`config.mk`:
```
export PLATFORM = sky130hd
export DESIGN_NAME = dc_line_fetch_scheduler
export DESIGN_NICKNAME = d
export VERILOG_FILES = /design/src/rtl/dc_vga_pkg.sv /design/src/rtl/dc_sync_fifo.sv /design/src/rtl/dc_line_fetch_scheduler.sv
export SDC_FILE = /design/constraint.sdc
export NUM_CORES = 1
export LEC_CHECK = 0
export ABC_CLOCK_PERIOD_IN_PS = 6500
export CAP_MARGIN = 20
export CORE_ASPECT_RATIO = 0.9
export CORE_MARGIN = 2
export CORE_UTILIZATION = 45
export DETAILED_ROUTE_END_ITERATION = 10
export GPL_ROUTABILITY_DRIVEN = 0
export GPL_TIMING_DRIVEN = 0
export PLACE_DENSITY_LB_ADDON = 0.12
export SLEW_MARGIN = 10
export SYNTH_ARGS = -nofsm -noshare
export SYNTH_HDL_FRONTEND = slang
export SYNTH_SLANG_ARGS = --single-unit
```
`constraint.sdc`:
```
create_clock -name iVGA_CLK -period 6.5 [get_ports iVGA_CLK]
set_input_delay 1.3 -clock iVGA_CLK [delete_from_list [all_inputs] [get_ports iVGA_CLK]]
set_output_delay 1.3 -clock iVGA_CLK [all_outputs]
set_load 0.05 [all_outputs]
```
`src/rtl/dc_vga_pkg.sv`:
```
// Shared VGA display-path definitions: fetch FSM states and pixel layout.
package dc_vga_pkg;

  typedef enum logic [1:0] {
    IDLE     = 2'd0,
    PREFETCH = 2'd1,
    STREAM   = 2'd2,
    FLUSH    = 2'd3
  } fetch_state_t;

  localparam int PIXEL_W = 24;
  localparam int COLOR_W = 8;
  localparam int R_LSB   = 0;
  localparam int G_LSB   = 8;
  localparam int B_LSB   = 16;

endpackage

```
`src/rtl/dc_sync_fifo.sv`:
```
// Synchronous show-ahead FIFO with occupancy count and synchronous clear.
module dc_sync_fifo #(
  parameter int WIDTH = 24,
  parameter int DEPTH = 16
) (
  input  logic                       clk,
  input  logic                       rst,
  input  logic                       clr,
  input  logic                       push,
  input  logic [WIDTH-1:0]           wdata,
  input  logic                       pop,
  output logic [WIDTH-1:0]           rdata,
  output logic [$clog2(DEPTH+1)-1:0] count,
  output logic                       empty,
  output logic                       full
);
  localparam int AW = $clog2(DEPTH);
  localparam int CW = $clog2(DEPTH+1);

  logic [WIDTH-1:0] mem [DEPTH];
  logic [AW-1:0]    wr_ptr;
  logic [AW-1:0]    rd_ptr;
  logic             do_push;
  logic             do_pop;

  assign empty   = (count == '0);
  assign full    = (count == CW'(DEPTH));
  // A pop on an empty FIFO is ignored; a push on a full FIFO is accepted only
  // when a pop frees the slot in the same cycle, so nothing is ever lost.
  assign do_pop  = pop & ~empty;
  assign do_push = push & (~full | do_pop);
  assign rdata   = mem[rd_ptr];

  // Pixel storage, written on accepted pushes (data path, no reset).
  always_ff @(posedge clk) begin
    if (do_push) mem[wr_ptr] <= wdata;
  end

  // Pointer and occupancy bookkeeping.
  always_ff @(posedge clk) begin
    if (rst || clr) begin
      wr_ptr <= '0;
      rd_ptr <= '0;
      count  <= '0;
    end else begin
      if (do_push) wr_ptr <= wr_ptr + AW'(1);
      if (do_pop)  rd_ptr <= rd_ptr + AW'(1);
      case ({do_push, do_pop})
        2'b10:   count <= count + CW'(1);
        2'b01:   count <= count - CW'(1);
        default: ;
      endcase
    end
  end

endmodule

```
`src/rtl/dc_line_fetch_scheduler.sv`:
```
// Frame pixel fetcher: streams H*V pixels from memory into a show-ahead FIFO
// feeding the VGA controller, with underflow detection and frame abort.
module dc_line_fetch_scheduler
  import dc_vga_pkg::*;
#(
  parameter int                    CONFIG_H_ACTIVE_SIZE = 640,
  parameter int                    CONFIG_V_ACTIVE_SIZE = 480,
  parameter int                    FIFO_DEPTH           = 16,
  parameter int                    ADDR_WIDTH           = 19,
  parameter logic [ADDR_WIDTH-1:0] BASE_ADDR            = '0
) (
  input  logic                  iVGA_CLK,
  input  logic                  iRST,
  input  logic                  v_blank,
  input  logic                  pixel_ready,
  output logic                  pixel_valid,
  output logic [PIXEL_W-1:0]    pixel_data,
  output logic                  mem_req,
  output logic [ADDR_WIDTH-1:0] mem_addr,
  input  logic                  mem_gnt,
  input  logic                  mem_rvalid,
  input  logic [PIXEL_W-1:0]    mem_rdata,
  output logic                  underflow,
  input  logic                  underflow_clr
);
  localparam int TOTAL = CONFIG_H_ACTIVE_SIZE * CONFIG_V_ACTIVE_SIZE;
  localparam int CW    = $clog2(TOTAL + 1);
  localparam int OW    = $clog2(FIFO_DEPTH + 1);
  localparam logic [OW:0] DEPTH_LIM = (OW+1)'(FIFO_DEPTH);

  fetch_state_t     state;
  logic             v_blank_p1;
  logic             vb_rise;
  logic [CW-1:0]    requested;
  logic [CW-1:0]    popped;
  logic [OW-1:0]    outstanding;
  logic [OW-1:0]    fifo_count;
  logic             fifo_empty;
  logic             fifo_full;
  logic [PIXEL_W-1:0] fifo_head;
  logic [OW:0]      inflight;
  logic             fetch_active;
  logic             req_fire;
  logic             rsp_take;
  logic             fifo_push;
  logic             fifo_pop;
  logic             underflow_set;

  assign vb_rise      = v_blank & ~v_blank_p1;
  assign fetch_active = (state == PREFETCH) || (state == STREAM);
  // FIFO entries plus reads in flight never exceed the FIFO depth, so every
  // returning read is guaranteed a slot.
  assign inflight     = {1'b0, fifo_count} + {1'b0, outstanding};
  assign mem_req      = fetch_active && (requested < CW'(TOTAL)) && (inflight < DEPTH_LIM);
  assign req_fire     = mem_req & mem_gnt;
  assign rsp_take     = mem_rvalid & (outstanding != '0);
  // Responses arriving during an abort belong to the dead frame and are dropped.
  assign fifo_push    = rsp_take & (state != FLUSH);
  assign pixel_valid  = (state == STREAM) & ~fifo_empty;
  assign pixel_data   = pixel_valid ? fifo_head : '0;
  assign fifo_pop     = pixel_valid & pixel_ready;
  assign underflow_set = (state == STREAM) & pixel_ready & fifo_empty & (popped < CW'(TOTAL));

  dc_sync_fifo #(
    .WIDTH (PIXEL_W),
    .DEPTH (FIFO_DEPTH)
  ) u_fifo (
    .clk   (iVGA_CLK),
    .rst   (iRST),
    .clr   (state == FLUSH),
    .push  (fifo_push),
    .wdata (mem_rdata),
    .pop   (fifo_pop),
    .rdata (fifo_head),
    .count (fifo_count),
    .empty (fifo_empty),
    .full  (fifo_full)
  );

  // Registered copy of v_blank for rising-edge detection.
  always_ff @(posedge iVGA_CLK) begin
    if (iRST) v_blank_p1 <= 1'b0;
    else      v_blank_p1 <= v_blank;
  end

  // Fetch FSM with request address and frame request/pop counters.
  always_ff @(posedge iVGA_CLK) begin
    if (iRST) begin
      state     <= IDLE;
      mem_addr  <= BASE_ADDR;
      requested <= '0;
      popped    <= '0;
    end else begin
      if (req_fire) begin
        mem_addr  <= mem_addr + ADDR_WIDTH'(1);
        requested <= requested + CW'(1);
      end
      if (fifo_pop) popped <= popped + CW'(1);
      case (state)
        IDLE: begin
          if (vb_rise) begin
            state     <= PREFETCH;
            mem_addr  <= BASE_ADDR;
            requested <= '0;
            popped    <= '0;
          end
        end
        PREFETCH: begin
          if (fifo_full || (requested == CW'(TOTAL))) state <= STREAM;
        end
        STREAM: begin
          if (fifo_pop && (popped == CW'(TOTAL - 1))) state <= IDLE;
          else if (vb_rise)                           state <= FLUSH;
        end
        FLUSH: begin
          if (outstanding == '0) begin
            state     <= PREFETCH;
            mem_addr  <= BASE_ADDR;
            requested <= '0;
            popped    <= '0;
          end
        end
        default: state <= IDLE;
      endcase
    end
  end

  // Reads granted but not yet returned; a grant and a return together cancel.
  always_ff @(posedge iVGA_CLK) begin
    if (iRST) begin
      outstanding <= '0;
    end else begin
      case ({req_fire, rsp_take})
        2'b10:   outstanding <= outstanding + OW'(1);
        2'b01:   outstanding <= outstanding - OW'(1);
        default: ;
      endcase
    end
  end

  // Sticky underflow flag; a new underflow wins over a simultaneous clear.
  always_ff @(posedge iVGA_CLK) begin
    if (iRST)               underflow <= 1'b0;
    else if (underflow_set) underflow <= 1'b1;
    else if (underflow_clr) underflow <= 1'b0;
  end

endmodule

```
==> metrics.cfg, run 1 <==
[routing]
wl_per_cell_um = 24.1
routed_via_density = 5.78
first_iter_violations = 931
vias = 10700
dr.pass1.iters = 5
drc = 0
wirelength_mm = 44.6
drtAntennaViolNets = 0

[synth]
synthesis.nets = 1168
yosys_warnings = 0
syn_avg_cell_area_sq_um = 17.2
yosys.cell_types.count = 55
seq_area_frac_synth = 0.691
async_reset_ff_frac = 0
synth_edf_count = 384
ys.flop_type = edfxtp_1
synth_area_sq_um = 19100
synthCells = 1112
ys_seq_elements = 467

[outcome]
outcome = completed

[sta]
finalSetupTns_ns = 0
worst_hold_slack_ns = 0.484
finClkSkew_ns = 0.0215
hold_viol_final = 0
rsz0062_at_grt = false
final.min_clock_period_ns = 5.65
fin_crit_sh = 0.869
finalMaxSlewViolations = 0
setup_violations = 0
slew_headroom = 0.334
fmax_mhz = 177
tightestPinTransition_ns = 1.00

[power]
ir_drop_v = 0.000231
p_leak_nw = 7.01
cellPowerDensity_nw_per_um2 = 306

[worst_setup_path]
crit_fanout = 10
path_class = register to output pin
startpoint_type = register
cp.arrival_ns = 4.35
cp.required_ns = 5.20
cp-end-kind = output pin

[global_routing]
first_global_vias = 10700
busiest_layer = met2
use_met2 = 0.332
grt_pass1_wl_mm = 67.4
grt_antenna_before_repair = 1
grtUsageTotal = 0.206
overflow = 0
grt_max_degree = 23
grt.met3_usage = 0.0478
grtUsageMet1 = 0.289

[clock_network]
cts_resized = 0
clk_pin_slew_ns = 0.06
cts_tree = yes
cts_made_buffers = 49
cts_sinks = 467
clock_path_buffers = 3
cts_root_buffer = clkbuf_16
post_cts_buffers = 0
hold_buffers = 0
h-tree-depth = 2
clock_latency_ns = 0.59

[cells_and_area]
nets = 1317
drive_above_1_share = 0.190
areaGrowthSynthToFinish_pct = 18.1

[placed_design]
port_buffers = 75
hpwl_mm = 27.6

[floorplanning]
coreArea_sq_um = 41800
die-height_um = 199
die_width_um = 221
row_count = 71
pin_count = 77
start_util = 0.456
dieArea_sq_um = 44100

[worst_hold_path]
hold_path_class = register to register

[flow_run]
drv_cap = 0

-- cell usage after synthesis (all sizes together), types with 2 or more instances --
master / number / area share
edfxtp: 384 / 0.60
mux4: 120 / 0.14
dfxtp: 83 / 0.087
a21oi: 49 / 0.013
clkbuf: 48 / 0.0094
nand2: 45 / 0.0089
nor2: 32 / 0.0063
nor2b: 30 / 0.0098
nand3: 27 / 0.0073
o21ai: 26 / 0.0068
or4: 25 / 0.0098
ha: 24 / 0.016
inv: 20 / 0.0039
nand4: 20 / 0.0066
o31ai: 18 / 0.0071
or3: 16 / 0.0052
xor2: 14 / 0.0064
and2: 13 / 0.0043
buf: 12 / 0.0037
nor3: 11 / 0.0029
and4: 10 / 0.0046
and3: 9 / 0.0030
nor4: 9 / 0.0030
xnor2: 9 / 0.0041
o211ai: 7 / 0.0028
nand2b: 6 / 0.0020
a21o: 5 / 0.0020
mux2i: 5 / 0.0026
o21a: 4 / 0.0016
or2: 3 / 0.00098
a2111oi: 2 / 0.00092
a211oi: 2 / 0.00079
a21boi: 2 / 0.00079
a31o: 2 / 0.00092
a41o: 2 / 0.0010
nor3b: 2 / 0.00079
o211a: 2 / 0.0010
o31a: 2 / 0.00092
or3b: 2 / 0.00092
-- cell usage in the layout (no fill, tap or decap), types with 6 or more instances in the layout --
cell type,netlist,layout
clkinv_1,0,12
clkdlybuf4s50_1,0,75
a21oi_1,49,49
nor4_1,9,9
nor2_1,32,32
clkbuf_1,48,59
o21ai_0,25,24
buf_2,8,8
or3_1,16,16
edfxtp_1,384,384
clkbuf_16,0,49
ha_1,24,24
nand2b_1,6,6
dfxtp_1,83,83
buf_16,0,8
inv_1,19,19
nand4_1,20,20
buf_12,0,8
mux4_2,120,120
o31ai_1,18,18
nand3_1,26,26
o211ai_1,7,7
nor2b_1,30,30
or4_1,25,25
xnor2_1,9,9
nand2_1,45,45
and4_1,10,6
and2_2,0,8
nor3_1,11,11
xor2_1,14,14
-- worst paths after layout --
path                                              from                          end  slack [ns]  depth (start not counted)
worst max-delay path                          register               pixel_data[15]        0.85                          7
worst min-delay path            underflow$_SDFFE_PP0P_       underflow$_SDFFE_PP0P_        0.48                          2
worst max register to register   state[0]$_SDFFE_PP0P_  outstanding[4]$_SDFFE_PP0P_        2.02                         18
worst min register to register  underflow$_SDFFE_PP0P_       underflow$_SDFFE_PP0P_        0.48                          2
-- critical path: stages, from the launching register on --
cell	delay (ns)
dfxtp_1	0.32
clkbuf_1	0.23
clkbuf_1	0.55
clkbuf_1	0.81
mux4_2	0.43
mux4_2	0.52
nor2b_1	0.15
clkdlybuf4s50_1	0.73
-- power breakdown --
group          switching [W]  total, W  internal [W]
clock network        0.00116   0.00270       0.00154
registers          0.0000405   0.00338       0.00334
logic               0.000512  0.000817      0.000305
-- state kept, by name, indices dropped and copies added (netlist names), 2 cells and up, named ones only --
name,count
u_fifo.wr_ptr,4
popped,19
state,2
mem_addr,19
requested,19
outstanding,5
u_fifo.mem,384
u_fifo.count,5
u_fifo.rd_ptr,4
-- through the flow --
step / area [sq um] / total power [W] / utilization / cells / setup slack [ns]
4_1_cts: 22500 / 0.00695 / 0.537 / 1842 / 0.794
5_1_grt: 22500 / 0.00717 / 0.539 / 1848 / 0.724
3_3_place_gp: 20500 / 0.00422 / 0.490 / 1734 / 1.37
2_1_floorplan: 19100 / 0.00396 / - / 1112 / 2.46
3_5_place_dp: 20900 / 0.00425 / 0.500 / 1751 / 1.46
6_report: 22500 / 0.00690 / 0.539 / 1849 / 0.853
-- kinds of logic (layout without fill, tap and decap cells) --
group	Yosys count	after routing	share of synthesized area
AND/OR/NAND/NOR	262	262	0.0772
other	0	1	0
buffers and inverters	80	269	0.0170
multiplexers	125	125	0.144
flip-flops	467	467	0.691
adder cells (fa/ha/maj)	25	25	0.0168
XOR/XNOR	23	23	0.0106
AO/OA/AOI/OAI	130	130	0.0428
-- layout make-up --
type / instances / area (sq um)
Fill cell: 3368 / 19300
Sequential cell: 467 / 13200
Multi-Input combinational cell: 565 / 5590
Clock buffer: 65 / 1310
Timing Repair Buffer: 98 / 1220
Tap cell: 547 / 684
Buffer: 60 / 251
Clock inverter: 26 / 226
Inverter: 20 / 75.1
Antenna cell: 1 / 2.50
-- per-layer routing --
| metal | vias up | routed length (um) |
|---|---|---|
| met4 | 2 | 684 |
| met5 | - | 12 |
| met2 | 297 | 20800 |
| met1 | 5528 | 20300 |
| met3 | 52 | 2880 |
| li1 | 4808 | - |
Note: power is estimated with default switching activity, not from simulation.
==> inputs of run 2 (changes only) <==
SETUP_SLACK_MARGIN = 0.3   (was default)
==> results of run 2 <==
Final layout, timing and power as in run 1 (identical DEF).
==> RTL edit, RTL diff (flow settings as in run 1) <==
The 4 states of `fetch_state_t` get a Gray code encoding in 2 bits.
--- a/src/rtl/dc_vga_pkg.sv
+++ b/src/rtl/dc_vga_pkg.sv
@@ -2,10 +2,10 @@
 package dc_vga_pkg;
 
   typedef enum logic [1:0] {
-    IDLE     = 2'd0,
-    PREFETCH = 2'd1,
-    STREAM   = 2'd2,
-    FLUSH    = 2'd3
+    IDLE     = 2'b00,
+    PREFETCH = 2'b01,
+    STREAM   = 2'b11,
+    FLUSH    = 2'b10
   } fetch_state_t;
 
   localparam int PIXEL_W = 24;
Formal check against the unedited RTL: no difference found for any inputs over 4 cycles, from zero or initial values and one cycle with iRST high; so few cycles prove little.
==> RTL edit against run 1 <==
  * Final cell count down 0.54%
  * Setup slack improved by 0.061 ns
  * Sequential share of layout area rose by 0.44 points
  * Design area down 0.74%
  * Synthesized cell count decreased by 1.2%
  * Wire length shrank 3.9%
  * Combinational power decreased by 34%
  * Total power decreased by 6.3%
  * Sequential cell count stayed put
  * Critical endpoint is now pixel_data[21]
  * Area after synthesis shrank 0.54%
  * Global-route usage shrank 0.28 points
  * Via count shrank 2.0%
  * Critical path type unchanged
==> RTL edit: results (changes against run 1) <==
* Status: completed (unchanged)
* Hold Slack at 0.498 ns (was 0.484 ns)
* WL per Instance at 23.3 um (was 24.1 um)
* Synth Instances at 1099 (was 1112)
* Placed Instances at 1747 (was 1751)
* Post-synthesis mux area share at 0.148 (was 0.144)
* Vias per cell at 5.69 (was 5.78)
* Adder-Cell Fraction of Synth Area at 0.0142 (was 0.0168)
* Buffers added on ports at 76 (was 75)
* Worst path max stage delay at 0.77 ns (was 0.81 ns)
* Worst Hold Endpoint: mem_addr[18]$_SDFF_PP0_ (was underflow$_SDFFE_PP0P_)
* Postcts setup bufs at 0 (unchanged)
* DP Worst Slack at 1.52 ns (was 1.46 ns)
* Syn_nets at 1151 (was 1168)
* Initial DRC Count at 824 (was 931)
* Fill cells at 3344 (was 3368)
* Family with the most delay on the worst path: buffers and inverters (unchanged)
* CTS Root Cell: clkbuf_16 (unchanged)
* Switching share of power at 0.227 (was 0.248)
* Largest net degree at the start of global routing at 21 (was 23)
* Xor-xnor portion of the synthesized cell area at 0.0180 (was 0.0106)
* Total global-route track usage at 0.204 (was 0.206)
* Final min period at 5.59 ns (was 5.65 ns)
* Synth unique cells at 54 (was 55)
* Vias in the first global route at 10532 (was 10665)
* Layout cell share with drive strength beyond 1 at 0.193 (was 0.190)
* Pins Over Slew Limit at 0 (unchanged)
* Max_slew headroom at 0.349 (was 0.334)
* Synth cell count leaders: edfxtp_1, mux4_2, dfxtp_1, nor2_1, clkbuf_1 (was edfxtp_1, mux4_2, dfxtp_1, a21oi_1, clkbuf_1)
* Synth Area in Compound Gates at 0.0279 (was 0.0428)
* Clock Skews at 0.0163 ns (was 0.0215 ns)
* Dpl hpwl at 27.3 mm (was 27.6 mm)
* Ranking of synthesized cells by area: edfxtp_1, mux4_2, dfxtp_1, ha_1, xnor2_1 (was edfxtp_1, mux4_2, dfxtp_1, ha_1, a21oi_1)
* R2R cell count at 15 (was 18)
* Number of synthesized flops with an enable pin at 384 (unchanged)
* Worst hold path startpoint: mem_addr[18]$_SDFF_PP0_ (was underflow$_SDFFE_PP0P_)
* CTS buffer count at 48 (was 49)
* Dpl cell area at 0.0209 mm^2 (about the same)
* Clk buf depth at 3 (unchanged)
* Max VDD drop at 0.195 mV (was 0.231 mV)
* Leakage at 6.97 nW (was 7.01 nW)
* R2r setup slk at 2.34 ns (was 2.02 ns)
* Nets at 1305 (was 1317)
* First-pass GRT wire length at 65.2 mm (was 67.4 mm)
* Final cell count without fillers at 1839 (was 1849)
* Seq/Total Area, Yosys at 0.695 (was 0.691)
* Area of the multi-input gates at 0.00548 mm^2 (was 0.00559 mm^2)
* Critical Path End: pixel_data[21] (was pixel_data[15])
* FF-to-FF Start: u_fifo.count[1]$_SDFFE_PP0P_ (was state[0]$_SDFFE_PP0P_)
==> RTL edit: changes by cell type in the layout (fill, tap and decap cells not counted), sizes merged, moves of 8 or more <==
cell and delta:
nor2 +21, xnor2 +19, a21oi -17, or4 -16, o31ai -14, buf +8, nand3 -8
==> RTL edit: cell type report <==
type	count	area share
clock inverters	24	0.00749
inverters	25	0.00419
multi-input cells	550	0.245
clock buffers	64	0.0568
plain buffers	57	0.0108
flip-flops and latches	467	0.590
diodes	1	0.000112
well taps	547	0.0306
repair buffers	104	0.0557
==> RTL edit: layer usage <==
layer  GRT usage  wire (um)  up-vias
met4      0.0664       1060        0
met2       0.319      20000      291
met5           0          0        -
li1            -          -     4687
met3      0.0338       2330       66
met1       0.292      19500     5427
==> RTL edit: power groups by stage <==
stage                     combinational [mW]  clock, mW  sequential [mW]
after global routing                   0.592       2.72             3.38
after detailed placement               0.544          0             3.44
after global placement                 0.506          0             3.44
final                                  0.541       2.54             3.37
after floorplan                        0.349          0             3.43
after CTS                              0.546       2.61             3.38
